**src/rtl/fsm_pkg.sv**
```systemverilog
// Shared definitions for the IDLE/INIT/STRT control FSM and its passive monitor.
`timescale 1ns/1ps
package fsm_pkg;

  // One-hot encodings of the controlled FSM; the FSM itself uses these too.
  localparam int SIZE = 3;
  localparam logic [SIZE-1:0] IDLE = 3'b001;
  localparam logic [SIZE-1:0] INIT = 3'b010;
  localparam logic [SIZE-1:0] STRT = 3'b100;

  // Monitor's own tracking state.
  typedef enum logic [1:0] {
    SYNC  = 2'd0,
    TRACK = 2'd1,
    FAULT = 2'd2
  } mon_state_e;

  // Fault classification reported on err_code_o.
  localparam logic [1:0] ERR_NONE    = 2'b00;
  localparam logic [1:0] ERR_ILLEGAL = 2'b01;
  localparam logic [1:0] ERR_TRANS   = 2'b10;

  // A state value is legal only when it is exactly one of the three encodings.
  function automatic logic is_legal(input logic [SIZE-1:0] s);
    return (s == IDLE) || (s == INIT) || (s == STRT);
  endfunction

endpackage

```
**src/rtl/fsm_next_state.sv**
```systemverilog
// Pure combinational next-state rule of the control FSM, shared by the FSM
// and by the monitor so that the model and the design cannot drift apart.
`timescale 1ns/1ps
module fsm_next_state
  import fsm_pkg::*;
(
  input  logic [SIZE-1:0] state_i,
  input  logic            enable_i,
  input  logic            reset_i,
  output logic [SIZE-1:0] next_o
);

  // Reset dominates enable; with enable low the FSM holds; any corrupted
  // value is steered back into INIT when enabled.
  always_comb begin
    next_o = state_i;
    if (reset_i) begin
      next_o = IDLE;
    end else if (enable_i) begin
      case (state_i)
        IDLE:    next_o = INIT;
        INIT:    next_o = STRT;
        STRT:    next_o = STRT;
        default: next_o = INIT;
      endcase
    end
  end

endmodule

```
**src/rtl/fsm_state_monitor.sv**
```systemverilog
// Passive checker for the IDLE/INIT/STRT FSM: shadows the FSM from the
// previous cycle's samples, flags illegal encodings and wrong transitions,
// reports entry to STRT and counts STRT residency and state changes.
`timescale 1ns/1ps
module fsm_state_monitor
  import fsm_pkg::*;
#(
  parameter int CNT_W = 8
) (
  input  logic             clock_i,
  input  logic             reset_n_i,
  input  logic [SIZE-1:0]  state_i,
  input  logic             tgt_reset_i,
  input  logic             tgt_enable_i,
  input  logic             clear_i,
  output logic             synced_o,
  output logic             started_o,
  output logic             err_o,
  output logic [1:0]       err_code_o,
  output logic [SIZE-1:0]  err_exp_o,
  output logic [SIZE-1:0]  err_obs_o,
  output logic [CNT_W-1:0] strt_cnt_o,
  output logic [CNT_W-1:0] trans_cnt_o
);

  localparam logic [CNT_W-1:0] CNT_MAX = {CNT_W{1'b1}};

  mon_state_e       mon_state_q, mon_state_d;
  logic [SIZE-1:0]  prev_state_q, prev_state_d;
  logic             prev_en_q, prev_en_d;
  logic             prev_rst_q, prev_rst_d;
  logic             started_q, started_d;
  logic             err_q, err_d;
  logic [1:0]       err_code_q, err_code_d;
  logic [SIZE-1:0]  err_exp_q, err_exp_d;
  logic [SIZE-1:0]  err_obs_q, err_obs_d;
  logic [CNT_W-1:0] strt_cnt_q, strt_cnt_d;
  logic [CNT_W-1:0] trans_cnt_q, trans_cnt_d;

  logic [SIZE-1:0]  expected;
  logic             cur_legal;
  logic             prev_legal;

  // What the FSM should hold now, given what it held and saw last cycle.
  fsm_next_state u_next_state (
    .state_i  (prev_state_q),
    .enable_i (prev_en_q),
    .reset_i  (prev_rst_q),
    .next_o   (expected)
  );

  assign cur_legal  = is_legal(state_i);
  assign prev_legal = is_legal(prev_state_q);

  // Samples of the FSM's inputs and state are taken on every edge regardless
  // of monitor state, so the model is primed before tracking starts.
  always_comb begin
    prev_state_d = state_i;
    prev_en_d    = tgt_enable_i;
    prev_rst_d   = tgt_reset_i;
  end

  // Monitor next-state, fault capture and counter update; clear beats any
  // fault that would be recorded on the same edge.
  always_comb begin
    mon_state_d = mon_state_q;
    started_d   = 1'b0;
    err_d       = err_q;
    err_code_d  = err_code_q;
    err_exp_d   = err_exp_q;
    err_obs_d   = err_obs_q;
    strt_cnt_d  = strt_cnt_q;
    trans_cnt_d = trans_cnt_q;

    unique case (mon_state_q)
      SYNC: begin
        strt_cnt_d  = '0;
        trans_cnt_d = '0;
        if (!clear_i && cur_legal && prev_legal) begin
          mon_state_d = TRACK;
        end
      end

      TRACK: begin
        if (clear_i) begin
          mon_state_d = SYNC;
          strt_cnt_d  = '0;
          trans_cnt_d = '0;
        end else if (!cur_legal) begin
          mon_state_d = FAULT;
          err_d       = 1'b1;
          err_code_d  = ERR_ILLEGAL;
          err_exp_d   = expected;
          err_obs_d   = state_i;
        end else if (state_i != expected) begin
          mon_state_d = FAULT;
          err_d       = 1'b1;
          err_code_d  = ERR_TRANS;
          err_exp_d   = expected;
          err_obs_d   = state_i;
        end else begin
          started_d = (state_i == STRT) && (prev_state_q != STRT);
          if (state_i == STRT) begin
            strt_cnt_d = (strt_cnt_q == CNT_MAX) ? strt_cnt_q : strt_cnt_q + CNT_W'(1);
          end else begin
            strt_cnt_d = '0;
          end
          if (state_i != prev_state_q) begin
            trans_cnt_d = trans_cnt_q + CNT_W'(1);
          end
        end
      end

      FAULT: begin
        if (clear_i) begin
          mon_state_d = SYNC;
          err_d       = 1'b0;
          err_code_d  = ERR_NONE;
          err_exp_d   = '0;
          err_obs_d   = '0;
          strt_cnt_d  = '0;
          trans_cnt_d = '0;
        end
      end

      default: begin
        mon_state_d = SYNC;
      end
    endcase
  end

  // All monitor state and outputs are registered; reset_n_i clears at once.
  always_ff @(posedge clock_i or negedge reset_n_i) begin
    if (!reset_n_i) begin
      mon_state_q  <= SYNC;
      prev_state_q <= '0;
      prev_en_q    <= 1'b0;
      prev_rst_q   <= 1'b0;
      started_q    <= 1'b0;
      err_q        <= 1'b0;
      err_code_q   <= ERR_NONE;
      err_exp_q    <= '0;
      err_obs_q    <= '0;
      strt_cnt_q   <= '0;
      trans_cnt_q  <= '0;
    end else begin
      mon_state_q  <= mon_state_d;
      prev_state_q <= prev_state_d;
      prev_en_q    <= prev_en_d;
      prev_rst_q   <= prev_rst_d;
      started_q    <= started_d;
      err_q        <= err_d;
      err_code_q   <= err_code_d;
      err_exp_q    <= err_exp_d;
      err_obs_q    <= err_obs_d;
      strt_cnt_q   <= strt_cnt_d;
      trans_cnt_q  <= trans_cnt_d;
    end
  end

  assign synced_o    = (mon_state_q == TRACK);
  assign started_o   = started_q;
  assign err_o       = err_q;
  assign err_code_o  = err_code_q;
  assign err_exp_o   = err_exp_q;
  assign err_obs_o   = err_obs_q;
  assign strt_cnt_o  = strt_cnt_q;
  assign trans_cnt_o = trans_cnt_q;

endmodule

```
**config.mk**
```make
export PLATFORM = sky130hd
export DESIGN_NAME = fsm_state_monitor
export DESIGN_NICKNAME = d
export VERILOG_FILES = /design/src/rtl/fsm_pkg.sv /design/src/rtl/fsm_next_state.sv /design/src/rtl/fsm_state_monitor.sv
export SDC_FILE = /design/constraint.sdc
export NUM_CORES = 1
export LEC_CHECK = 0
export CAP_MARGIN = 25
export CORE_UTILIZATION = 54
export CTS_BUF_LIST = sky130_fd_sc_hd__clkbuf_8
export CTS_CLUSTER_DIAMETER = 120
export DETAILED_ROUTE_END_ITERATION = 8
export HOLD_SLACK_MARGIN = 0.1
export PLACE_DENSITY = 0.8
export SLEW_MARGIN = 10
export SYNTH_ARGS = -nofsm -noshare
export SYNTH_HDL_FRONTEND = slang
export SYNTH_SLANG_ARGS = --single-unit
```
**constraint.sdc**
```tcl
create_clock -name clock_i -period 3.1 [get_ports clock_i]
set_input_delay 0.31 -clock clock_i [delete_from_list [all_inputs] [get_ports clock_i]]
set_output_delay 0.31 -clock clock_i [all_outputs]
set_load 0.05 [all_outputs]
```
After elaboration in Yosys (flattened, before gate mapping)
Index checks and enable logic that the tools add are counted.
- add/sub/neg operators: 2
- mux-type cells: 42
- reductions and logical operators: 16
- equal/unequal tests: 21
- operators by type and width (kind ; number):
    8-bit 2-to-1 mux ; 10
    8-bit one-hot mux with 3 select lines ; 2
    3-bit 2-to-1 mux ; 10
    8-bit by 1-bit adder with 8-bit output, second input constant ; 2
    2-bit 2-to-1 mux ; 7
    3-bit one-hot mux with 2 select lines ; 2
    5-bit AND reduction ; 2
    3-bit by 2-bit != test with 1-bit output, second input constant ; 3
    8-bit == test, second input constant ; 1
    1-bit 2-to-1 mux ; 8
    3-bit by 1-bit == test with 1-bit output, second input constant ; 2
    3-bit by 2-bit == test with 1-bit output, second input constant ; 2
    3-bit == test, second input constant ; 2
    2-bit != test, second input constant ; 3
    3-bit != test ; 2
    3-bit != test, second input constant ; 2
    2-bit one-hot mux with 3 select lines ; 1
    1-bit logical OR ; 4
    4-bit by 3-bit != test with 1-bit output, second input constant ; 1
    4-bit != test, second input constant ; 1
    2-bit one-hot mux with 2 select lines ; 1
    4-bit AND reduction ; 1
    1-bit logical AND ; 3
    3-bit AND reduction ; 1
    other kinds (8) ; 8
- bits of input ports: 8
- flip-flop bits (word level): 33
- logic and storage cells: 92
- output and inout port bits: 27

Logic depth before layout (Yosys ltp)
- depth in word-level cells: 10
- mapped depth: 9
- depth with buffers taken out: 8

Cells and area by module
From an unflattened synthesis, not the netlist that was laid out.
- cells, all modules: 191
- area total of the unflattened synthesis: 1981.9 um^2
- by module, submodules not included (module ; instances ; area each (um^2) ; cells each):
    fsm_state_monitor ; 1 ; 1924.3 ; 182
    fsm_next_state ; 1 ; 57.6 ; 9

Least setup slack after synthesis
No wires, ideal clock.
- path kind: register to register
- start: register mon_state_q[1]
- end: register strt_cnt_q[1], in the netlist strt_cnt_o[1]
- setup time: 0.125 ns
- data arrival time: 2.491 ns
- clock period less this slack: 2.617 ns
- setup slack: 0.483 ns
- cell stages (with the launch flop): 10
- buffers on the path: 2
- cells stage by stage: dfrtp_1 inv_1 ha_1 nor2b_1 buf_2 nand3_1 o31a_1 buf_2 o21ai_4 mux2_4
- word-level cells in the longest chain between the ends: 3
- RTL lines (item ; line ; RTL):
    start, declared ; fsm_state_monitor.sv:28 ; mon_state_e mon_state_q, mon_state_d;
    start signal, assigned ; fsm_state_monitor.sv:147 ; mon_state_q <= mon_state_d;
    2-bit by 1-bit == test with 1-bit output (*) ; - ;
    via synced_o ; fsm_state_monitor.sv:16 ; output logic synced_o,
    4-bit != test (no source line) (tied with other cells) ; - ;
    5-bit AND reduction (no source line) ; - ;
    end signal, assigned ; fsm_state_monitor.sv:156 ; strt_cnt_q <= strt_cnt_d;
    end, declared ; fsm_state_monitor.sv:37 ; logic [CNT_W-1:0] strt_cnt_q, strt_cnt_d;
Mark *: on every way through the listed nets, which the timed path passes. The rest lies on a longest branch.
A chain may end at the register's enable or synchronous reset.

Worst setup path in the final report
- start: input state_i[0]
- end: register err_exp_q[2], in the netlist err_exp_o[2]
- word-level cells in the longest chain between the ends: 6
- RTL lines (item ; line ; RTL):
    start, declared ; fsm_state_monitor.sv:12 ; input logic [SIZE-1:0] state_i,
    3-bit by 1-bit == test with 1-bit output / 3-bit by 2-bit == test with 1-bit output (equally long branches) ; fsm_pkg.sv:25 ; return (s == IDLE) || (s == INIT) || (s == STRT);
    1-bit logical OR (2 in a row) ; fsm_pkg.sv:25 ;
    3-bit 2-to-1 mux ; fsm_state_monitor.sv:89 ; end else if (!cur_legal) begin
    3-bit 2-to-1 mux ; fsm_state_monitor.sv:85 ; if (clear_i) begin
    3-bit one-hot mux with 2 select lines ; fsm_state_monitor.sv:75 ; unique case (mon_state_q)
    end signal, assigned ; fsm_state_monitor.sv:154 ; err_exp_q <= err_exp_d;
    end, declared ; fsm_state_monitor.sv:35 ; logic [SIZE-1:0] err_exp_q, err_exp_d;
Several ways; a longest one is shown, not always the timed one. The select of a mux whose other input is x is not followed.

==> impl_metrics.env <==
export IMPL_drt_first_pass_iters=4
export IMPL_drtIter0Drc=174
export IMPL_cts_root_buffer="clkbuf_8"
export IMPL_critPathKind="in2reg"
export IMPL_switching_power_w=0.000792
export IMPL_drive_gt1_share_pct=10.3
export IMPL_die_x_um=62.1
export IMPL_finalWirelength_mm=4.31
export IMPL_nets=246
export IMPL_p_total_w=0.00182
export IMPL_rows=21
export IMPL_max_stage_delay_ps=530
export IMPL_synth_area_leaders="dfrtp_1, ha_1, o2bb2ai_1, nand2_1, nor2_1"
export IMPL_cts_resized=0
export IMPL_io_pins=35
export IMPL_setup_viol=0
export IMPL_status="completed"
export IMPL_wl_per_cell_um=15.5
export IMPL_endpoint_kind="register"
export IMPL_maxSlewHeadroom_pct=61.8
export IMPL_tightest_slew_ps=569
export IMPL_synthArstFlopShare_pct=100
export IMPL_min_period_over_period_pct=80.6
export IMPL_via_per_inst=6.08
export IMPL_fin_util_pct=71.2
export IMPL_crit_slowest_cell="clkdlybuf4s50_1"
export IMPL_synth_top_cells_by_count="dfrtp_1, nand2_1, nor2_1"
export IMPL_wl_met1_mm=1.91
export IMPL_yosysWarnings=0
export IMPL_synthCells=195
export IMPL_cts_setup_buffers=0
export IMPL_p_per_area_nw_per_um2=755
export IMPL_wl_met2_mm=2.14
export IMPL_portBuffers=34
export IMPL_syn_area_um2=1950
export IMPL_yosysMostFrequentCell="dfrtp_1"
export IMPL_clock_latency_ps=280
export IMPL_final_antenna_net_count=0
export IMPL_area_growth_pct=23.9
export IMPL_p_int_w=0.00103
export IMPL_die_area_um2=3850
export IMPL_yosys_cell_types_count=50
export IMPL_met3_length_um=204
export IMPL_skew_ps=4.31
export IMPL_yosysTopAreaCellShare_pct=42.4
export IMPL_start_util_pct=57.5
export IMPL_cts_tree="yes"
export IMPL_comb_power_share_pct=51.5
export IMPL_pwr_share_seq_pct=30.9
export IMPL_hold_viol=0
export IMPL_p_clk_share_pct=17.5
export IMPL_postCtsHoldBufs=0
export IMPL_cts_buffers=5
export IMPL_ys_flop_type="dfrtp_1"
export IMPL_crit_required_ps=3270
export IMPL_core_area_um2=3390
export IMPL_antennaDiodeCount=0
export IMPL_grt_overflow=0
export IMPL_cp_max_fo=14
export IMPL_leakagePower_nw=1.03
export IMPL_clk_pin_slew_ps=60
export IMPL_crit_arrival_ps=2670
export IMPL_maxCapViolations=0
export IMPL_synth_edff_count=0
export IMPL_grt_pass1_wl_mm=7.12
export IMPL_fin_setup_tns_ps=0
export IMPL_ys_seq_elements=33
export IMPL_die_y_um=62.1
export IMPL_avgSynthCellArea_um2=10.0
export IMPL_cp_start_kind="input port"
export IMPL_dp_hpwl_mm=3.13
export IMPL_min_delay_path_class="in2async"
export IMPL_cp_cell_sequence="clkdlybuf4s50_1 > or3_1 > a221oi_2 > nand3_2 > a21oi_4 > mux2_1"
export IMPL_setup_slack_ps=603
export IMPL_dr_max_layer_used="met4"
export IMPL_clock_fmax_ghz=0.400
export IMPL_place_congestion=0.886
export IMPL_grt_usage_pct=25.8
export IMPL_grt_pass1_vias=1561
export IMPL_period_needed_ps=2500
export IMPL_rsz0062_at_grt="no"
export IMPL_grt_max_degree=34
export IMPL_ctsHtreeMaxLevel=2
export IMPL_yosys_area_top_type="dfrtp_1"
export IMPL_drc=0
export IMPL_peakVddDrop_mv=0.679
export IMPL_ys_seq_area_share_pct=42.4
export IMPL_drv_slew=0
export IMPL_cts_path_max_buffers=2
export IMPL_antenna_found_initial=0
export IMPL_cts_sinks=33
export IMPL_p_sw_share_pct=43.4
export IMPL_dpl_worst_slack_ps=317
export IMPL_vias=1689
export IMPL_syn_num_nets=209
## cells by family after synthesis
group,synth area share [%]
and+or+nand+nor,21.4
AOI/OAI and AO/OA,23.0
DFF,42.4
buffers and inverters,4.24
xor gates and xnor gates,2.70
adders and majority gates,3.85
muxes,2.50
## worst paths after layout
check / from / end / slack, ps / depth (start not counted)
worst max-delay path: state_i[0] / err_exp_o[2]$_DFFE_PN0P_ / 600 / 6
worst min-delay path: reset_n_i / trans_cnt_o[6]$_DFFE_PN0P_ / 410 / 2
worst max register to register: prev_state_q[0]$_DFF_PN0_ / err_exp_o[2]$_DFFE_PN0P_ / 610 / 6
worst min register to register: err_exp_o[0]$_DFFE_PN0P_ / err_exp_o[0]$_DFFE_PN0P_ / 500 / 1
max in group asynchronous: reset_n_i / err_obs_o[1]$_DFFE_PN0P_ / 2380 / 2
min in group clock_i: tgt_reset_i / prev_rst_q$_DFF_PN0_ / 470 / 1
## layer usage
| layer | GRT usage [%] | up-vias |
|---|---|---|
| met5 | 0 | - |
| met4 | 8.89 | 0 |
| met3 | 6.83 | 8 |
| met2 | 42.7 | 50 |
| met1 | 32.5 | 825 |
| li1 | - | 806 |
## cells in the final DEF (no fill, tap or decap), drive strengths merged, types with 5 or more instances in the layout
master         instances
a21oi                  7
inv                    6
nand2                 16
a31oi                  6
nor2                  15
clkdlybuf4s50         34
ha                     6
nand3                  9
clkbuf                 6
o211ai                 5
o21ai                  9
xor2                   5
nor3                   8
o2bb2ai                8
nor2b                  6
dfrtp                 33
a32oi                  5
buf                    6
## power groups by stage
| stage | clock (W) | combinational [W] | sequential (W) |
|---|---|---|---|
| after floorplan | 0 | 0.000502 | 0.000749 |
| after global placement | 0 | 0.000924 | 0.000565 |
| after detailed placement | 0 | 0.000940 | 0.000569 |
| after CTS | 0.000325 | 0.000943 | 0.000564 |
| after global routing | 0.000347 | 0.00101 | 0.000577 |
| final | 0.000320 | 0.000939 | 0.000564 |
## per-stage QoR
stage	cell area (um^2)	hold WS (ps)	instances
2_1_floorplan	1950	14.4	195
3_3_place_gp	2330	477	271
3_5_place_dp	2330	495	271
4_1_cts	2410	438	278
5_1_grt	2410	466	278
6_report	2410	414	278
## final cells by class
type / count / area [um^2]
multi-input combinational: 147 / 1040
fill: 252 / 975
sequential: 33 / 826
timing repair buffer: 40 / 385
clock buffer: 6 / 82.6
tap: 46 / 57.6
inverter: 5 / 18.8
clock inverter: 1 / 3.75
## registers in the layout, indices dropped and copies added, names as in the netlist
name,cells
trans_cnt_o,8
prev_en_q,1
started_o,1
err_exp_o,3
err_obs_o,3
strt_cnt_o,8
err_o,1
err_code_o,2
mon_state_q,2
prev_rst_q,1
prev_state_q,3
## critical path: cells and delay by family
kind	cells	cell delay [ps]
simple gates	2	790
buf+inv	1	530
compound gates	2	670
mux	1	350
Power figures use the tool's default switching activity.
